<file path="src/rtl/mipsguc_pkg.sv">
// Shared register-file types for the WB arbiter, decoder and register file.
package mipsguc_pkg;
  localparam int REG_ADDR_W = 5;
  localparam int DATA_W     = 32;
  localparam logic [REG_ADDR_W-1:0] REG_ZERO = 5'd0;

  typedef logic [REG_ADDR_W-1:0] reg_addr_t;
  typedef logic [DATA_W-1:0]     data_t;

  typedef struct packed {
    logic      vld;
    reg_addr_t addr;
    data_t     dat;
  } wb_req_t;
endpackage

</file>
<file path="src/rtl/regfile_scoreboard.sv">
// Tracks MDU-pending destination registers and the in-flight MDU result count.
// Latency: busy/count update at the clock edge; hazard_stall and mdu_issue_ok are combinational.
// Backpressure: mdu_issue_ok drops at MAX_OUTSTANDING; a drain in the same cycle returns its credit.
module regfile_scoreboard
  import mipsguc_pkg::*;
#(
  parameter int MAX_OUTSTANDING = 4
) (
  input  logic      clk,
  input  logic      reset,
  input  logic      issue_vld,
  input  reg_addr_t issue_reg,
  input  logic      clr_vld,
  input  reg_addr_t clr_reg,
  input  reg_addr_t id_rs,
  input  reg_addr_t id_rt,
  input  reg_addr_t id_dest,
  input  logic      id_dest_valid,
  output logic      hazard_stall,
  output logic      mdu_issue_ok
);
  localparam int CNT_W = $clog2(MAX_OUTSTANDING + 1);
  localparam logic [CNT_W-1:0] CNT_MAX = CNT_W'(MAX_OUTSTANDING);

  logic [(1 << REG_ADDR_W)-1:0] busy;
  logic [CNT_W-1:0]             outstanding;
  logic                         credit_ret;
  logic                         room;
  logic                         set_vld;
  logic                         dec_vld;

  // A drain of a still-pending register frees a slot this very cycle.
  assign credit_ret = clr_vld && busy[clr_reg];
  assign room       = (outstanding < CNT_MAX) || credit_ret;
  assign set_vld    = issue_vld && (issue_reg != REG_ZERO) && room;
  assign dec_vld    = credit_ret && (outstanding != '0);

  assign mdu_issue_ok = !reset && room;
  assign hazard_stall = !reset && (
      (busy[id_rs] && (id_rs != REG_ZERO)) ||
      (busy[id_rt] && (id_rt != REG_ZERO)) ||
      (id_dest_valid && busy[id_dest] && (id_dest != REG_ZERO)));

  always_ff @(posedge clk) begin
    if (reset) begin
      busy        <= '0;
      outstanding <= '0;
    end else begin
      if (clr_vld) busy[clr_reg] <= 1'b0;
      if (set_vld) busy[issue_reg] <= 1'b1;
      case ({set_vld, dec_vld})
        2'b10:   if (outstanding != CNT_MAX) outstanding <= outstanding + CNT_W'(1);
        2'b01:   outstanding <= outstanding - CNT_W'(1);
        default: outstanding <= outstanding;
      endcase
    end
  end
endmodule

</file>
<file path="src/rtl/regfile_wb_arbiter.sv">
// Shares the register-file write port between pipeline WB and the MDU via a 1-entry hold.
// Latency: pipe write 0 cycles; MDU accept->RegWrite >= 1 cycle.
// Backpressure: mdu_ready low while hold is full; starve_stall asks for bubbles after STARVE_LIMIT.
module regfile_wb_arbiter
  import mipsguc_pkg::*;
#(
  parameter int MAX_OUTSTANDING = 4,
  parameter int STARVE_LIMIT    = 8
) (
  input  logic                  clk,
  input  logic                  reset,
  input  logic                  pipe_wb_en,
  input  logic [REG_ADDR_W-1:0] pipe_wb_reg,
  input  logic [DATA_W-1:0]     pipe_wb_data,
  input  logic                  mdu_valid,
  output logic                  mdu_ready,
  input  logic [REG_ADDR_W-1:0] mdu_reg,
  input  logic [DATA_W-1:0]     mdu_data,
  input  logic                  mdu_issue,
  input  logic [REG_ADDR_W-1:0] mdu_issue_reg,
  output logic                  mdu_issue_ok,
  input  logic [REG_ADDR_W-1:0] id_rs,
  input  logic [REG_ADDR_W-1:0] id_rt,
  input  logic [REG_ADDR_W-1:0] id_dest,
  input  logic                  id_dest_valid,
  output logic                  hazard_stall,
  output logic                  starve_stall,
  output logic                  RegWrite,
  output logic [REG_ADDR_W-1:0] write_register,
  output logic [DATA_W-1:0]     write_data
);
  localparam int SC_W = $clog2(STARVE_LIMIT + 1);
  localparam logic [SC_W-1:0] SC_MAX = SC_W'(STARVE_LIMIT);

  wb_req_t         hold;
  wb_req_t         wr;
  logic            pipe_eff;
  logic            drain;
  logic [SC_W-1:0] starve_cnt;

  assign pipe_eff = pipe_wb_en && (pipe_wb_reg != REG_ZERO);
  assign drain    = !reset && !pipe_eff && hold.vld;

  always_comb begin
    wr = '0;
    if (!reset) begin
      if (pipe_eff)      wr = '{vld: 1'b1, addr: pipe_wb_reg, dat: pipe_wb_data};
      else if (hold.vld) wr = hold;
    end
  end

  assign RegWrite       = wr.vld;
  assign write_register = wr.addr;
  assign write_data     = wr.dat;
  assign mdu_ready      = !reset && !hold.vld;
  assign starve_stall   = !reset && (starve_cnt >= SC_MAX);

  always_ff @(posedge clk) begin
    if (reset) begin
      hold       <= '0;
      starve_cnt <= '0;
    end else begin
      // Results aimed at r0 are handshaken but never occupy the hold.
      if (drain)
        hold.vld <= 1'b0;
      else if (mdu_valid && !hold.vld && (mdu_reg != REG_ZERO))
        hold <= '{vld: 1'b1, addr: mdu_reg, dat: mdu_data};

      if (drain)
        starve_cnt <= '0;
      else if (hold.vld && (starve_cnt != SC_MAX))
        starve_cnt <= starve_cnt + SC_W'(1);
    end
  end

  regfile_scoreboard #(.MAX_OUTSTANDING(MAX_OUTSTANDING)) u_scoreboard (
    .clk           (clk),
    .reset         (reset),
    .issue_vld     (mdu_issue),
    .issue_reg     (mdu_issue_reg),
    .clr_vld       (drain),
    .clr_reg       (hold.addr),
    .id_rs         (id_rs),
    .id_rt         (id_rt),
    .id_dest       (id_dest),
    .id_dest_valid (id_dest_valid),
    .hazard_stall  (hazard_stall),
    .mdu_issue_ok  (mdu_issue_ok)
  );
endmodule

</file>
<file path="config.mk">
export PLATFORM = sky130hd
export DESIGN_NAME = regfile_wb_arbiter
export DESIGN_NICKNAME = d
export VERILOG_FILES = /design/src/rtl/mipsguc_pkg.sv /design/src/rtl/regfile_scoreboard.sv /design/src/rtl/regfile_wb_arbiter.sv
export SDC_FILE = /design/constraint.sdc
export NUM_CORES = 1
export LEC_CHECK = 0
export BUFFER_PORTS_ARGS = -buffer_cell sky130_fd_sc_hd__buf_2
export CAP_MARGIN = 20
export CORE_MARGIN = 1
export CORE_UTILIZATION = 55
export DETAILED_ROUTE_END_ITERATION = 8
export PLACE_DENSITY = 0.88
export SLEW_MARGIN = 20
export SYNTH_ARGS = -nofsm -noshare
export SYNTH_HDL_FRONTEND = slang
export SYNTH_HIERARCHICAL = 1
export SYNTH_SLANG_ARGS = --single-unit
</file>
<file path="constraint.sdc">
create_clock -name clk -period 4.6 [get_ports clk]
set_clock_uncertainty 0.1 [all_clocks]
set_input_delay 0.46 -clock clk [delete_from_list [all_inputs] [get_ports clk]]
set_output_delay 0.46 -clock clk [all_outputs]
set_load 0.05 [all_outputs]
</file>
==> impl_metrics.env, run 1 <==
export IMPL_fillers=757
export IMPL_period_share_pct=78.1
export IMPL_firstDrtPassIters=7
export IMPL_synth_compound_area_share_pct=20.2
export IMPL_ios=142
export IMPL_p_int_w=0.00111
export IMPL_die_area_um2=9610
export IMPL_overflow=0
export IMPL_viasPerCell=6.26
export IMPL_synth_top_family_by_area="simple AND/OR/NAND/NOR gates"
export IMPL_cts_resized=0
export IMPL_fin_tns_setup_ns=0
export IMPL_ant_nets=0
export IMPL_switchingPower_w=0.000511
export IMPL_hold_viol_final=0
export IMPL_synth_top_cell_area_share_pct=30.4
export IMPL_crit_chain="or4bb_1, o22ai_1, a311o_1, o41a_4, nor2_8, nor2_1, buf_2"
export IMPL_die_y_um=98.0
export IMPL_dp_cells=833
export IMPL_antenna_found_initial=0
export IMPL_worstSetupPathType="flop to output port"
export IMPL_drt_total_wl_um=14500
export IMPL_seq_power_share_pct=44.9
export IMPL_power_leakage_nw=2.23
export IMPL_synth_warnings=6
export IMPL_grt_pass1_wl_um=23600
export IMPL_synthCells=628
export IMPL_yosys_register_bits=77
export IMPL_critPathLaunchType="flop"
export IMPL_die_w_um=98.0
export IMPL_finalCriticalPeriod_ns=3.59
export IMPL_synthTopCellsByArea="dfxtp_1, mux4_2, nand2_1, a21oi_1, nand3_1"
export IMPL_track_usage_pct=30.4
export IMPL_ys_seq_area_share_pct=30.4
export IMPL_synthArstFlopShare_pct=0
export IMPL_pwr_share_clk_pct=35.0
export IMPL_cts_setup_buffers=0
export IMPL_yosysTopAreaCell="dfxtp_1"
export IMPL_critPathMaxStageDelay_ns=0.83
export IMPL_ys_flop_type="dfxtp_1"
export IMPL_fmaxAchievable_mhz=278
export IMPL_first_iter_violations=444
export IMPL_synthAdderAreaFrac_pct=0.888
export IMPL_start_util_pct=57.6
export IMPL_wl_per_cell_um=17.0
export IMPL_drive_above_1_share_pct=28.1
export IMPL_rsz0062_at_grt="no"
export IMPL_num_vias=5317
export IMPL_place_congestion=0.924
export IMPL_clk_latency_ns=0.35
export IMPL_critPathSlowestCell="dfxtp_1"
export IMPL_min_path_type="primary input to flop"
export IMPL_ys_types=55
export IMPL_num_antenna_cells=0
export IMPL_peakVddDrop_v=0.000212
export IMPL_synth_edf_count=0
export IMPL_synth_cell_area_um2=5070
export IMPL_cts_tree="built"
export IMPL_grt_max_degree=70
export IMPL_grt_pass1_vias=4983
export IMPL_synth_avg_cell_area_um2=8.08
export IMPL_synth_fp_nets=731
export IMPL_violations="design-rule violations"
export IMPL_final_nets=839
export IMPL_tightestPinTransition_ns=0.990
export IMPL_cts_htree_levels=3
export IMPL_clockBufferDepth=2
export IMPL_worstPathRequired_ns=4.04
export IMPL_setup_violations_final=0
export IMPL_power_frac_comb_pct=20.1
export IMPL_detailed_place_hpwl_um=10700
export IMPL_cts_made_buffers=9
export IMPL_powerDensity_nw_per_um2=275
export IMPL_synth_xor_area_share_pct=0.173
export IMPL_cts_sinks=77
export IMPL_synthMuxAreaShare_pct=17.0
export IMPL_outcome="finished with violations"
export IMPL_cap_violations=0
export IMPL_row_count=34
export IMPL_layout_cells_non_filler=849
export IMPL_relSlewSlack_pct=33.9
export IMPL_clk_pin_slew_ns=0.09
export IMPL_ctsHoldBuffers=0
export IMPL_drc=8
export IMPL_core_um2=8810
export IMPL_portBuffers=141
export IMPL_area_growth_pct=16.5
export IMPL_clockRootBuffer="clkbuf_8"
export IMPL_cp_arrival_ns=3.03
export IMPL_yosys_area_share_simple_pct=25.6
export IMPL_cp_max_fo=25
export IMPL_post_route_util_pct=67.1
export IMPL_swShare_pct=31.5
export IMPL_drv_slew=0
export IMPL_cp_end_kind="output port"
==> cells in the mapped netlist (3+ instances only) <==
library cell	instances
or2_2	3
nand3b_1	7
clkbuf_1	27
buf_6	6
buf_4	3
nor3_1	6
nand2b_1	4
a31oi_1	4
o211ai_1	18
nor2_1	28
mux2i_1	23
nor2b_1	6
inv_1	7
o31ai_1	24
buf_2	10
or3_1	4
nand3_1	60
o21ai_0	13
dfxtp_1	77
o21ai_4	3
mux4_2	25
or4_1	3
mux2_2	6
nand2_1	140
o22ai_1	3
a21oi_1	77
==> area by class of cell <==
cell class                 instances  area (um2)  area share (%)
clock buffer                       9         124            2.10
clock inverter                     7        98.8            1.67
inverter                           7        26.3           0.445
multi-input combinational        495        3240            54.8
sequential                        77        1540            26.1
tap                              108         135            2.29
timing repair buffer             146         743            12.6
==> registers in the layout, indices dropped and copies added, names as in the netlist <==
signal / flops
u_scoreboard/outstanding: 3
hold: 38
starve_cnt: 4
u_scoreboard/busy: 32
==> cells by family (layout without fill, tap and decap cells) <==
logic type	Yosys count	count (layout)
multiplexers	54	54
XOR/XNOR	1	1
buffers and inverters	56	169
AND/OR/NAND/NOR	277	277
flip-flops	77	77
AO/OA/AOI/OAI	160	160
adder cells (fa/ha/maj)	3	3
==> per-layer routing <==
layer / GRT usage [%] / vias up / part of all wire (%)
met5: 0 / - / 0
met4: 12.8 / 0 / 2.0
met3: 4.15 / 25 / 7.7
met2: 51.9 / 250 / 50
met1: 38.6 / 2536 / 40
li1: - / 2506 / -
==> cell usage in the layout, fill, tap and decap left out, types with 7 or more instances in the layout <==
cell        n
a21oi_1    77
inv_1       7
mux2i_1    23
o21ai_0    13
nand2_1   140
dfxtp_1    76
nand3b_1    7
clkbuf_8    9
nand3_1    60
o31ai_1    24
mux4_2     25
nor2_1     28
o211ai_1   18
buf_2     141
==> stage by stage <==
step / total power, W / hold slack, ns / setup slack (ns) / instance area [um2]
4_1_cts: 0.00163 / 0.225 / 0.657 / 5900
2_1_floorplan: 0.000974 / 0.337 / 1.13 / 5070
3_3_place_gp: 0.00106 / 0.343 / 1.11 / 5680
3_5_place_dp: 0.00107 / 0.347 / 1.04 / 5680
6_report: 0.00163 / 0.239 / 1.01 / 5910
5_1_grt: 0.00170 / 0.230 / 0.853 / 5910
==> worst max-delay path, delay by kind of cell (launching register included) <==
| kind | cells | cell delay, ns |
|---|---|---|
| buffers and inverters | 1 | 0.24 |
| AOI/OAI and AO/OA | 3 | 0.97 |
| and+or+nand+nor | 3 | 0.62 |
| DFF | 1 | 0.83 |
==> power by group through the flow <==
stage | clock network (W) | registers [W] | logic (W)
after floorplan | 0 | 0.000724 | 0.000250
after global placement | 0 | 0.000742 | 0.000316
after detailed placement | 0 | 0.000744 | 0.000324
after CTS | 0.000575 | 0.000728 | 0.000325
after global routing | 0.000610 | 0.000734 | 0.000353
final | 0.000569 | 0.000730 | 0.000327
==> path summary, 6_finish.rpt <==
check / slack, ns / depth (start not counted) / end / startpoint
hold / removal: 0.24 / 3 / hold[12] / mdu_data[12]
setup / recovery: 1.01 / 7 / mdu_issue_ok / hold[32]
hold reg to reg: 0.36 / 2 / hold[0] / hold[0]
setup reg to reg: 1.41 / 9 / u_scoreboard/outstanding[1] / hold[32]
Power figures use the tool's default switching activity.
==> run 2, diff against run 1 <==
- CORE_UTILIZATION: 55 -> 53
- PLACE_DENSITY: 0.88 -> 0.85
- clock period: 4.6 -> 3.4 ns (I/O delays scaled with it)
==> run 2 against run 1 <==
Against the previous run: the run now ends clean; sequential share of layout area is 0.43 points lower; via count is 0.96% higher; global-route usage is 0.76 points higher; flip-flop and latch count stayed put; non-clock buffer count is 10 higher; setup slack worse by 0.74 ns; first-iteration DRC count is 11% lower; total power is 35% higher; cell count is 3.7% higher; largest power group unchanged.
==> impl_metrics.env, run 2 (synthesized netlist as in run 1, its figures left out) <==
export IMPL_largestRegisters="hold x38, u_scoreboard/busy x32, starve_cnt x4"
export IMPL_grt_max_degree=50
export IMPL_regMostFlops="hold"
export IMPL_ios=142
export IMPL_final_cell_mix="buf_2, nand2_1, a21oi_1, dfxtp_1, nand3_1"
export IMPL_wl_per_cell_um=17.3
export IMPL_ant_nets=0
export IMPL_relSlewSlack_pct=34.6
export IMPL_r2r_end="u_scoreboard/outstanding[1]"
export IMPL_start_util_pct=54.9
export IMPL_rsz0062_at_grt="no"
export IMPL_place_congestion=1.11
export IMPL_r2r_cells=9
export IMPL_critPathSlowestCell="o41a_4"
export IMPL_worstPathRequired_ns=2.96
export IMPL_cp_arrival_ns=2.70
export IMPL_num_vias=5368
export IMPL_tightestPinTransition_ns=0.981
export IMPL_holdPathEnd="hold[27]"
export IMPL_cts_made_buffers=9
export IMPL_peakVddDrop_v=0.000201
export IMPL_track_usage_pct=31.2
export IMPL_clockBufferDepth=2
export IMPL_r2r_start="hold[35]"
export IMPL_viasPerCell=6.10
export IMPL_num_antenna_cells=0
export IMPL_die_y_um=99.8
export IMPL_die_w_um=99.8
export IMPL_drv_slew=0
export IMPL_path_delay_family="compound AO/OA/AOI/OAI gates"
export IMPL_clockRootBuffer="clkbuf_8"
export IMPL_min_path_type="primary input to flop"
export IMPL_crit_chain="buf_4, mux2i_1, o22ai_1, a311o_1, o41a_4, nor2_8, nor2_1, buf_2"
export IMPL_antenna_found_initial=0
export IMPL_clk_latency_ns=0.35
export IMPL_critPathLaunchType="flop"
export IMPL_power_leakage_nw=2.29
export IMPL_worstSetupPathType="flop to output port"
export IMPL_drive_above_1_share_pct=28.9
export IMPL_detailed_place_hpwl_um=11000
export IMPL_outcome="completed"
export IMPL_whs_ns=0.116
export IMPL_die_area_um2=9970
export IMPL_first_iter_violations=395
export IMPL_powerDensity_nw_per_um2=366
export IMPL_cp_max_fo=8
export IMPL_ctsHoldBuffers=0
export IMPL_drc=0
export IMPL_fin_tns_setup_ns=0
export IMPL_min_from="mdu_data[27]"
export IMPL_final_common_cell="buf_2"
export IMPL_r2r_slack_ns=0.35
export IMPL_pre_cts_ws_ns=0.436
export IMPL_cp_num_buf_inv=2
export IMPL_firstDrtPassIters=5
export IMPL_fin_ws_ns=0.265
export IMPL_cts_resized=0
export IMPL_largest_reg_flops=38
export IMPL_core_um2=9240
export IMPL_fmaxAchievable_mhz=319
export IMPL_overflow=0
export IMPL_hold_viol_final=0
export IMPL_cts_tree="built"
export IMPL_portBuffers=141
export IMPL_fillers=812
export IMPL_critPathMaxStageDelay_ns=0.54
export IMPL_grt_pass1_wl_um=24500
export IMPL_finalCriticalPeriod_ns=3.14
export IMPL_cts_setup_buffers=0
export IMPL_final_nets=849
export IMPL_cap_violations=0
export IMPL_grt_pass1_vias=5138
export IMPL_row_count=35
export IMPL_cts_sinks=77
export IMPL_setup_violations_final=0
export IMPL_min_delay_path_depth=3
export IMPL_area_growth_pct=18.3
export IMPL_drt_total_wl_um=15200
export IMPL_cts_htree_levels=3
export IMPL_clk_pin_slew_ns=0.09
export IMPL_cp_end_kind="output port"
export IMPL_period_share_pct=92.2
[run 2: cell types whose count changed in the layout (fill, tap and decap cells not counted)]
cell        change
buf_4          +10
clkbuf_8        +2
bufinv_16       -1
clkinv_2        -1
clkinvlp_4      -1
dfxtp_1         +1
dfxtp_2         -1
inv_6           +1
[run 2: worst min-delay path: cells and delay by family]
family,cells,cell delay [ns]
compound gates,1,0.05
simple gates,1,0.04
buf+inv,1,0.10
[run 2: worst max-delay path by stage]
| stage | from | end | slack (ns) | cells after the start |
|---|---|---|---|---|
| global route | hold[33] | mdu_issue_ok | 0.14 | 8 |
| floorplan | pipe_wb_reg[0] | mdu_issue_ok | 0.17 | 10 |
| detailed placement | hold[33] | u_scoreboard/outstanding[1] | 0.44 | 10 |
| finish | hold[33] | mdu_issue_ok | 0.26 | 8 |
| global placement | hold[35] | u_scoreboard/outstanding[1] | 0.57 | 9 |
| CTS | hold[33] | mdu_issue_ok | 0.27 | 8 |
[run 2: stage by stage]
step,total power [W],util [%],std cells,instance area (um2)
2_1_floorplan,0.00132,-,628,5070
3_3_place_gp,0.00144,62.6,864,5780
3_5_place_dp,0.00146,62.6,864,5780
4_1_cts,0.00220,64.9,880,6000
5_1_grt,0.00229,64.9,880,6000
6_report,0.00219,64.9,880,6000
[run 2: layer usage]
layer	GRT usage (%)	part of all wire, %
met1	38.1	39
met2	53.5	50
met3	5.57	8.1
met4	14.3	3.0
met5	0	0
[run 2: cell type report]
type	count	area [um2]	area share (%)
timing repair buffer	156	818	13.6
clock buffer	11	151	2.52
multi-input combinational	495	3240	53.9
tap	129	161	2.69
inverter	7	26.3	0.438
sequential	77	1540	25.7
clock inverter	5	65.1	1.08
[run 2: power by group]
| group | internal, W | switching, W | total, W |
|---|---|---|---|
| registers | 0.000938 | 0.0000369 | 0.000975 |
| logic | 0.000161 | 0.000309 | 0.000469 |
| clock network | 0.000388 | 0.000363 | 0.000750 |
| total | 0.00149 | 0.000709 | 0.00219 |
==> run 3, diff against run 2 <==
- ABC_AREA: not set -> 1
- CORE_UTILIZATION: 53 -> 54
==> run 3 against run 2 <==
Against the previous run: combinational power up 29%; wire length up 6.0%; total power up 4.7%; sequential share of layout area down 1.5 points.
==> impl_metrics.env, run 3 <==
export IMPL_outcome="completed"
export IMPL_peakVddDrop_v=0.000332
export IMPL_firstDrtPassIters=5
export IMPL_period_share_pct=82.7
export IMPL_ys_seq_area_share_pct=27.6
export IMPL_synth_top_cell_area_share_pct=27.6
export IMPL_synthArstFlopShare_pct=0
export IMPL_min_path_type="primary input to flop"
export IMPL_synth_cell_area_um2=5590
export IMPL_rsz0062_at_grt="no"
export IMPL_setup_violations_final=0
export IMPL_cts_resized=0
export IMPL_core_um2=9910
export IMPL_final_nets=1106
export IMPL_relSlewSlack_pct=65.0
export IMPL_ys_types=31
export IMPL_synthCells=896
export IMPL_grt_max_degree=40
export IMPL_ctsHoldBuffers=0
export IMPL_fmaxAchievable_mhz=356
export IMPL_drc=0
export IMPL_ios=142
export IMPL_start_util_pct=56.4
export IMPL_synth_edf_count=0
export IMPL_power_leakage_nw=2.90
export IMPL_place_congestion=0.989
export IMPL_yosysMostFrequentCell="nand2_1"
export IMPL_fin_tns_setup_ns=0
export IMPL_antenna_found_initial=0
export IMPL_num_antenna_cells=0
export IMPL_area_growth_pct=13.8
export IMPL_clockRootBuffer="clkbuf_8"
export IMPL_tightestPinTransition_ns=0.524
export IMPL_critPathSlowestCell="dfxtp_1"
export IMPL_critPathMaxStageDelay_ns=0.50
export IMPL_crit_chain="inv_1, nor3_1, nand2_1, nand2_1, nor2_1, nand2_4, nand2_4, a21oi_1, buf_2"
export IMPL_powerDensity_nw_per_um2=361
export IMPL_final_cell_mix="nand2_1, nor2_1, buf_2, a21oi_1, o21ai_0"
export IMPL_first_iter_violations=384
export IMPL_multi_input_area_um2=3400
export IMPL_worstPathRequired_ns=2.96
export IMPL_whs_ns=0.147
export IMPL_track_usage_pct=29.8
export IMPL_viasPerCell=5.55
export IMPL_clk_pin_slew_ns=0.09
export IMPL_portBuffers=141
export IMPL_cts_made_buffers=9
export IMPL_synthTopCellsByArea="dfxtp_1, nand2_1, nor2_1, a21oi_1, o21ai_0"
export IMPL_path_delay_family="simple AND/OR/NAND/NOR gates"
export IMPL_largestRegisters="hold x38, u_scoreboard/busy x32, starve_cnt x4"
export IMPL_drive_above_1_share_pct=21.8
export IMPL_yosysTopAreaCell="dfxtp_1"
export IMPL_cp_max_fo=7
export IMPL_die_w_um=104
export IMPL_cts_setup_buffers=0
export IMPL_worstSetupPathType="flop to output port"
export IMPL_clk_latency_ns=0.36
export IMPL_clockBufferDepth=2
export IMPL_row_count=36
export IMPL_finish_instance_area_um2=6360
export IMPL_hold_viol_final=0
export IMPL_cp_num_buf_inv=2
export IMPL_critPathLaunchType="flop"
export IMPL_grt_pass1_wl_um=26300
export IMPL_drt_total_wl_um=16100
export IMPL_cp_arrival_ns=2.37
export IMPL_yosys_register_bits=77
export IMPL_cp_end_kind="output port"
export IMPL_drv_slew=0
export IMPL_regMostFlops="hold"
export IMPL_cts_htree_levels=3
export IMPL_cts_sinks=77
export IMPL_yosys_top_cells_count="nand2_1, nor2_1, a21oi_1, o21ai_0, dfxtp_1"
export IMPL_detailed_place_hpwl_um=11800
export IMPL_die_area_um2=10800
export IMPL_overflow=0
export IMPL_ant_nets=0
export IMPL_finalCriticalPeriod_ns=2.81
export IMPL_synth_fp_nets=999
export IMPL_num_vias=6337
export IMPL_regArea_um2=1540
export IMPL_cap_violations=0
export IMPL_ys_flop_type="dfxtp_1"
export IMPL_grt_pass1_vias=5421
export IMPL_synth_avg_cell_area_um2=6.24
export IMPL_wl_per_cell_um=14.2
export IMPL_die_y_um=104
export IMPL_largest_reg_flops=38
export IMPL_place_area_um2=6160
export IMPL_final_common_cell="nand2_1"
export IMPL_fillers=968
export IMPL_cts_tree="built"
export IMPL_synth_warnings=6
run 3: kinds of logic (layout without fill, tap and decap cells):
group                      Yosys count  in the layout  synth area share (%)
adders and majority gates            3              3                 0.805
DFF                                 77             77                  27.6
buffers and inverters              125            237                  11.6
AOI/OAI and AO/OA                  206            206                  19.9
and+or+nand+nor                    485            485                  40.1
run 3: per-layer routing:
metal	GRT usage (%)	share of wire (%)	up-vias
met1	38.7	43	2850
li1	-	-	3174
met5	0	0	-
met4	10.2	2.3	0
met3	6.80	9.3	30
met2	48.6	46	283
run 3: path summary, 6_finish.rpt:
kind	to	startpoint	slack, ns	cells after the start
worst max-delay path	mdu_issue_ok	hold[34]	0.59	9
worst min-delay path	hold[36]	mdu_reg[4]	0.15	3
worst max register to register	u_scoreboard/outstanding[2]	hold[34]	0.84	12
worst min register to register	hold[5]	hold[5]	0.39	2
run 3: layout make-up:
cell class                      instances  share of cell area, %
Clock buffer                           11                   2.22
Clock inverter                          5                  0.924
Inverter                               72                   4.31
Multi-Input combinational cell        694                   53.5
Sequential cell                        77                   24.2
Tap cell                              133                   2.62
Timing Repair Buffer                  149                   12.2
run 3: report_power, final:
part	total, W	leakage [nW]	internal (W)	switching, W
registers	0.000990	0.630	0.000950	0.0000396
logic	0.000603	2.17	0.000188	0.000414
clock network	0.000705	0.0959	0.000361	0.000344
total	0.00230	2.90	0.00150	0.000799
run 3: through the flow:
| step | setup slack [ns] | cells | utilization [%] | total power (W) |
|---|---|---|---|---|
| after floorplan | 0.995 | 896 | - | 0.00147 |
| after global placement | 0.775 | 1125 | 62.2 | 0.00160 |
| after detailed placement | 0.727 | 1125 | 62.2 | 0.00161 |
| after CTS | 0.616 | 1141 | 64.2 | 0.00230 |
| after global routing | 0.485 | 1141 | 64.2 | 0.00241 |
| final | 0.589 | 1141 | 64.2 | 0.00230 |
run 3: worst reg2reg max path, cell delays in order, from the launching register on:
cell	delay (ns)
dfxtp_1	0.50
inv_1	0.15
nor3_1	0.38
nand2_1	0.13
nand2_1	0.10
nor2_1	0.08
nand2_4	0.09
nand3_1	0.17
fa_1	0.46
nand4_1	0.11
nand2_1	0.06
nor2_1	0.07
nor2_1	0.05
